--- src/rtl/pwm_compare.sv ---
// PWM comparator fed by an up/down wrap counter. A duty request is held in a shadow register and goes live only at a period boundary.
// Latency: o_pwm and o_period_start are registered one cycle behind i_cnt. Backpressure: o_duty_ready stays low while the shadow register is full.
module pwm_compare #(
  parameter int NUM_MAX    = 16,
  parameter bit UP_DOWN    = 1'b1,
  parameter int DATA_WIDTH = $clog2(NUM_MAX + 1),
  parameter int DUTY_WIDTH = $clog2(NUM_MAX + 2),
  parameter bit POLARITY   = 1'b1
) (
  input  logic                  i_clk,
  input  logic                  i_rst_n,
  input  logic                  i_ena,
  input  logic [DATA_WIDTH-1:0] i_cnt,
  input  logic [DUTY_WIDTH-1:0] i_duty,
  input  logic                  i_duty_valid,
  output logic                  o_duty_ready,
  output logic                  o_pwm,
  output logic                  o_period_start,
  output logic [DUTY_WIDTH-1:0] o_duty_active
);

  // One spare bit so NUM_MAX+1 and the clamp compare never overflow.
  localparam int CW = ((DATA_WIDTH > DUTY_WIDTH) ? DATA_WIDTH : DUTY_WIDTH) + 1;
  localparam logic [CW-1:0] MAX_C  = CW'(NUM_MAX);
  localparam logic [CW-1:0] FULL_C = CW'(NUM_MAX + 1);
  localparam logic [DATA_WIDTH-1:0] LAST_CNT = UP_DOWN ? DATA_WIDTH'(NUM_MAX) : '0;

  if (NUM_MAX < 1) begin : g_bad_num_max
    $error("pwm_compare: NUM_MAX must be at least 1");
  end

  logic [DUTY_WIDTH-1:0] pending;
  logic                  pending_full;
  logic [DUTY_WIDTH-1:0] active;
  logic [CW-1:0]         pos;
  logic [CW-1:0]         pending_ext;
  logic [CW-1:0]         clamped;
  logic                  boundary;
  logic                  transfer;

  always_comb begin
    pos         = UP_DOWN ? CW'(i_cnt) : (MAX_C - CW'(i_cnt));
    boundary    = i_ena && (i_cnt == LAST_CNT);
    transfer    = i_duty_valid && !pending_full;
    pending_ext = CW'(pending);
    clamped     = (pending_ext > FULL_C) ? FULL_C : pending_ext;
  end

  // Transfer and apply are exclusive: a full shadow register blocks new transfers.
  always_ff @(posedge i_clk) begin
    if (!i_rst_n) begin
      pending        <= '0;
      pending_full   <= 1'b0;
      active         <= '0;
      o_pwm          <= !POLARITY;
      o_period_start <= 1'b0;
    end else begin
      if (transfer) begin
        pending      <= i_duty;
        pending_full <= 1'b1;
      end
      if (boundary && pending_full) begin
        active       <= DUTY_WIDTH'(clamped);
        pending_full <= 1'b0;
      end
      o_pwm          <= (pos < CW'(active)) ? POLARITY : !POLARITY;
      o_period_start <= boundary;
    end
  end

  assign o_duty_ready  = !pending_full;
  assign o_duty_active = active;

endmodule

--- config.mk ---
export PLATFORM = sky130hd
export DESIGN_NAME = pwm_compare
export DESIGN_NICKNAME = d
export VERILOG_FILES = /design/src/rtl/pwm_compare.sv
export SDC_FILE = /design/constraint.sdc
export NUM_CORES = 1
export LEC_CHECK = 0
export ABC_AREA = 1
export CORE_MARGIN = 5
export CORE_UTILIZATION = 43
export CTS_CLUSTER_SIZE = 14
export DETAILED_ROUTE_END_ITERATION = 10
export GPL_TIMING_DRIVEN = 0
export PLACE_DENSITY = 0.88
export REMOVE_ABC_BUFFERS = 1
export SLEW_MARGIN = 20
export SYNTH_ARGS = -nofsm -noshare
export SYNTH_HDL_FRONTEND = slang
export SYNTH_SLANG_ARGS = --single-unit
--- constraint.sdc ---
create_clock -name i_clk -period 1.15 [get_ports i_clk]
set_input_delay 0.115 -clock i_clk [delete_from_list [all_inputs] [get_ports i_clk]]
set_output_delay 0.115 -clock i_clk [all_outputs]
set_load 0.02 [all_outputs]
==> implementation parameters <==
Parameter                              Value

Route
  Number of DRC violations after detailed routing    0
  Via total after detailed routing    626
  Final ANT Viol Nets    0
  Total length of routed wires    1360 um
  Via-per-instance ratio    4.74
  Routed wirelength normalized by instance count    10.3 um
  Iteration count of the initial detailed-routing pass    4
  Number of violations reported at the end of detailed-routing iteration 0    3

Critical path
  Arrival time at the worst endpoint    950 ps
  Sort of element at the end of the critical path    output pin
  Kind of launch point of the worst setup path    flip-flop
  Crit-path slowest cell    sky130_fd_sc_hd__dfxtp_1
  Critical path, cell by cell    dlygate4sd2_1
  Largest delay share family, worst path    flip-flops
  Endpoint of the lowest-slack register-to-register path    o_pwm
  Worst reg-to-reg path cell count    5
  Stage delay of the slowest cell on the critical path    roughly 350 ps
  Crit path buf inv count    1
  Setup slack of the most critical reg-to-reg path    90 ps
  Reg2Reg Launch Point    o_duty_active[2]
  Worst endpoint required time    slightly above 1000 ps
  Number of cells on the critical path    1
  CP max FO    3
  Worst setup path class    flip-flop to output pin

Floorplanning
  Std-Cell Rows    14
  Area of the core    1490 um^2
  Horizontal die dimension    around 49 um
  Vertical extent of the die    49.2 um
  Area of the die    2420 um^2
  Initial core utilization    0.445
  Count of pins on the block boundary    22

Timing
  Sum of negative setup slack    0 ps
  Final setup slack of the worst path    82.9 ps
  Unrepaired setup endpoints after global routing    false
  Actual slew at the worst max-slew pin    377 ps
  Worst-case headroom to the max-slew limit    0.748
  Hold Fails Final Rpt    0
  Share of the cycle needed by the critical path after routing    0.928
  Worst-case clock skew    1.15 ps
  Setup violations, final    0
  Final min period    1070 ps
  Highest Clock Rate    roughly 0.94 GHz
  Max-slew violation count    0

Min path
  Class of the tightest hold or removal check    flip-flop to flip-flop
  Worst hold start    pending[0]
  Hold Crit Endpoint    pending[0]
  Worst hold path depth    2

Clock tree
  Number of buffers inserted during clock tree synthesis    3
  Clock input transition at the sequential cells of the worst setup and hold paths    around 70 ps
  Clock tree from TritonCTS    done
  CTS root buffer    sky130_fd_sc_hd__clkbuf_4
  Buffers from clock root to sink, at most    2
  Number of sinks on the clock net    13
  Hold_buf cts    0
  Setup bufs post-CTS    0
  Source-to-sink clock delay at the later pin of the worst-skew pair    260 ps
  Level count of the clock H-tree    1

Synthesis
  Sequential area share after synthesis    0.393
  Biggest area contributors in the synthesized netlist    sky130_fd_sc_hd__dfxtp_1 39%, sky130_fd_sc_hd__nor2_1 11%, sky130_fd_sc_hd__nand2_1 9.1%
  Count of cell types in the netlist    16
  Warnings, synthesis    0
  Count of state elements after synthesis    13
  Area leader, netlist    sky130_fd_sc_hd__dfxtp_1
  Gate Count Post-Synth    92
  Cell area after synthesis    662 um^2
  Fraction of post-synthesis cell area in the top cell type by area    0.393
  Synthesized area divided by synthesized cell count    7.19 um^2

Finish
  Top library cells by usage in the layout, fill and taps aside    19 x sky130_fd_sc_hd__nor2_1, 16 x sky130_fd_sc_hd__nand2_1, 13 x sky130_fd_sc_hd__inv_1, 13 x sky130_fd_sc_hd__clkdlybuf4s50_1, 9 x sky130_fd_sc_hd__dfxtp_1
  Final standard cell area without fillers    928 um^2
  Most common library cell in the layout ignoring fill and taps    sky130_fd_sc_hd__nor2_1
  Antenna diode count    0
  Fraction of layout instances using a drive strength above 1    0.155
  Final-stage net count    ~140
  Area grow syn2layout    40.3%

Global routing
  Number of antenna violations at the first check in global routing    0
  First-pass GRT wire length    2390 um
  Number of global-route vias before repair    around 610
  GR Util All Layers    0.121
  Largest net degree at the start of global routing    14
  Total congestion overflow    0

Power and ir drop
  Worst vdd rail ir drop    647 uV
  Portion of total power attributed to sequential cells    0.523
  Sw Pwr    0.236 mW
  PD cells    993 nW/um^2
  Standby leakage power    roughly 0.42 nW
  Clock network fraction of design power    0.295
  Net switching share of the total power    0.256
  Relative contribution of combinational cells to total power    0.182
  Final Power    0.922 mW
  Internal Dissipation    about 0.69 mW

Placed design
  Global placer's final weighted congestion    ~0.72
  DP Worst Slack    -196 ps
  IO buf count    21
  Placed Instance Area    between 800 and 900 um^2
  Half-perimeter wire length after detailed placement    ~1100 um

Outcome
  Result of the run    complete, no violations

Flow run
  Number of max-cap violations    0
-- worst max-delay path by stage --
stage	endpoint	start	slack, ps
floorplan	o_pwm	o_duty_active[4]	-40
global placement	o_pwm	i_cnt[4]	-160
detailed placement	o_pwm	i_cnt[2]	-200
CTS	o_pwm	o_duty_active[4]	7
global route	o_pwm	o_duty_active[2]	1
finish	o_duty_active[1]	o_duty_active[1]	80
-- power by group through the flow --
stage               logic, mW  registers, mW  clock network, mW
CTS                     0.163          0.482              0.283
global placement        0.159          0.492                  0
finish                  0.168          0.482              0.272
detailed placement      0.165          0.493                  0
global route            0.191          0.485              0.294
floorplan              0.0810          0.494                  0
-- area by class of cell --
cell class                      instances  area [um^2]
Sequential cell                        13          265
Timing Repair Buffer                   21          196
Clock buffer                            4         26.3
Inverter                               14         52.6
Fill cell                             127          561
Multi-Input combinational cell         64          368
Tap cell                               16         20.0
-- cell usage after synthesis (all sizes together) --
cell type,count
a21oi,5
buf,1
dfxtp,13
ha,4
inv,14
nand2,17
nand3,2
nand4,5
nor2,23
nor3,1
o21ai,7
-- metrics by stage --
stage | utilization | hold WS, ps | cells
5_1_grt | 0.624 | 495 | 132
3_5_place_dp | 0.596 | 458 | 128
6_report | 0.624 | 465 | 132
3_3_place_gp | 0.596 | 442 | 128
2_1_floorplan | - | 227 | 91
4_1_cts | 0.610 | 470 | 132
-- cell families after synthesis --
family	after synthesis	share of synthesized area
and+or+nand+nor	48	0.353
buffers and inverters	15	0.0869
adders and majority gates	4	0.0756
AOI/OAI and AO/OA	12	0.0907
DFF	13	0.393
-- worst min-delay path, cell delays in order, from the launching register on --
cell and delay, ps:
sky130_fd_sc_hd__dfxtp_1 300, sky130_fd_sc_hd__inv_1 60, sky130_fd_sc_hd__a21oi_1 60
-- what timing repair did --
| item | CTS | global route |
|---|---|---|
| hold endpoints to repair | 0 | 0 |
| resized for setup | 12 | 7 |
| pin swaps | 0 | 0 |
| endpoints found under the setup margin | 9 | 2 |
-- registers in the layout (all words and copies together) (netlist names) --
signal          count
pending_full        1
o_period_start      1
pending             5
o_duty_active       5
o_pwm               1
-- routing by layer --
layer  GRT usage  wire length [um]  vias to the layer above
met3      0.0275                83                        2
met2       0.223               727                       12
met1       0.122               539                      272
li1            -                 -                      340
met4      0.0628                11                        0
met5           0                 0                        -
Power figures use the tool's default switching activity.
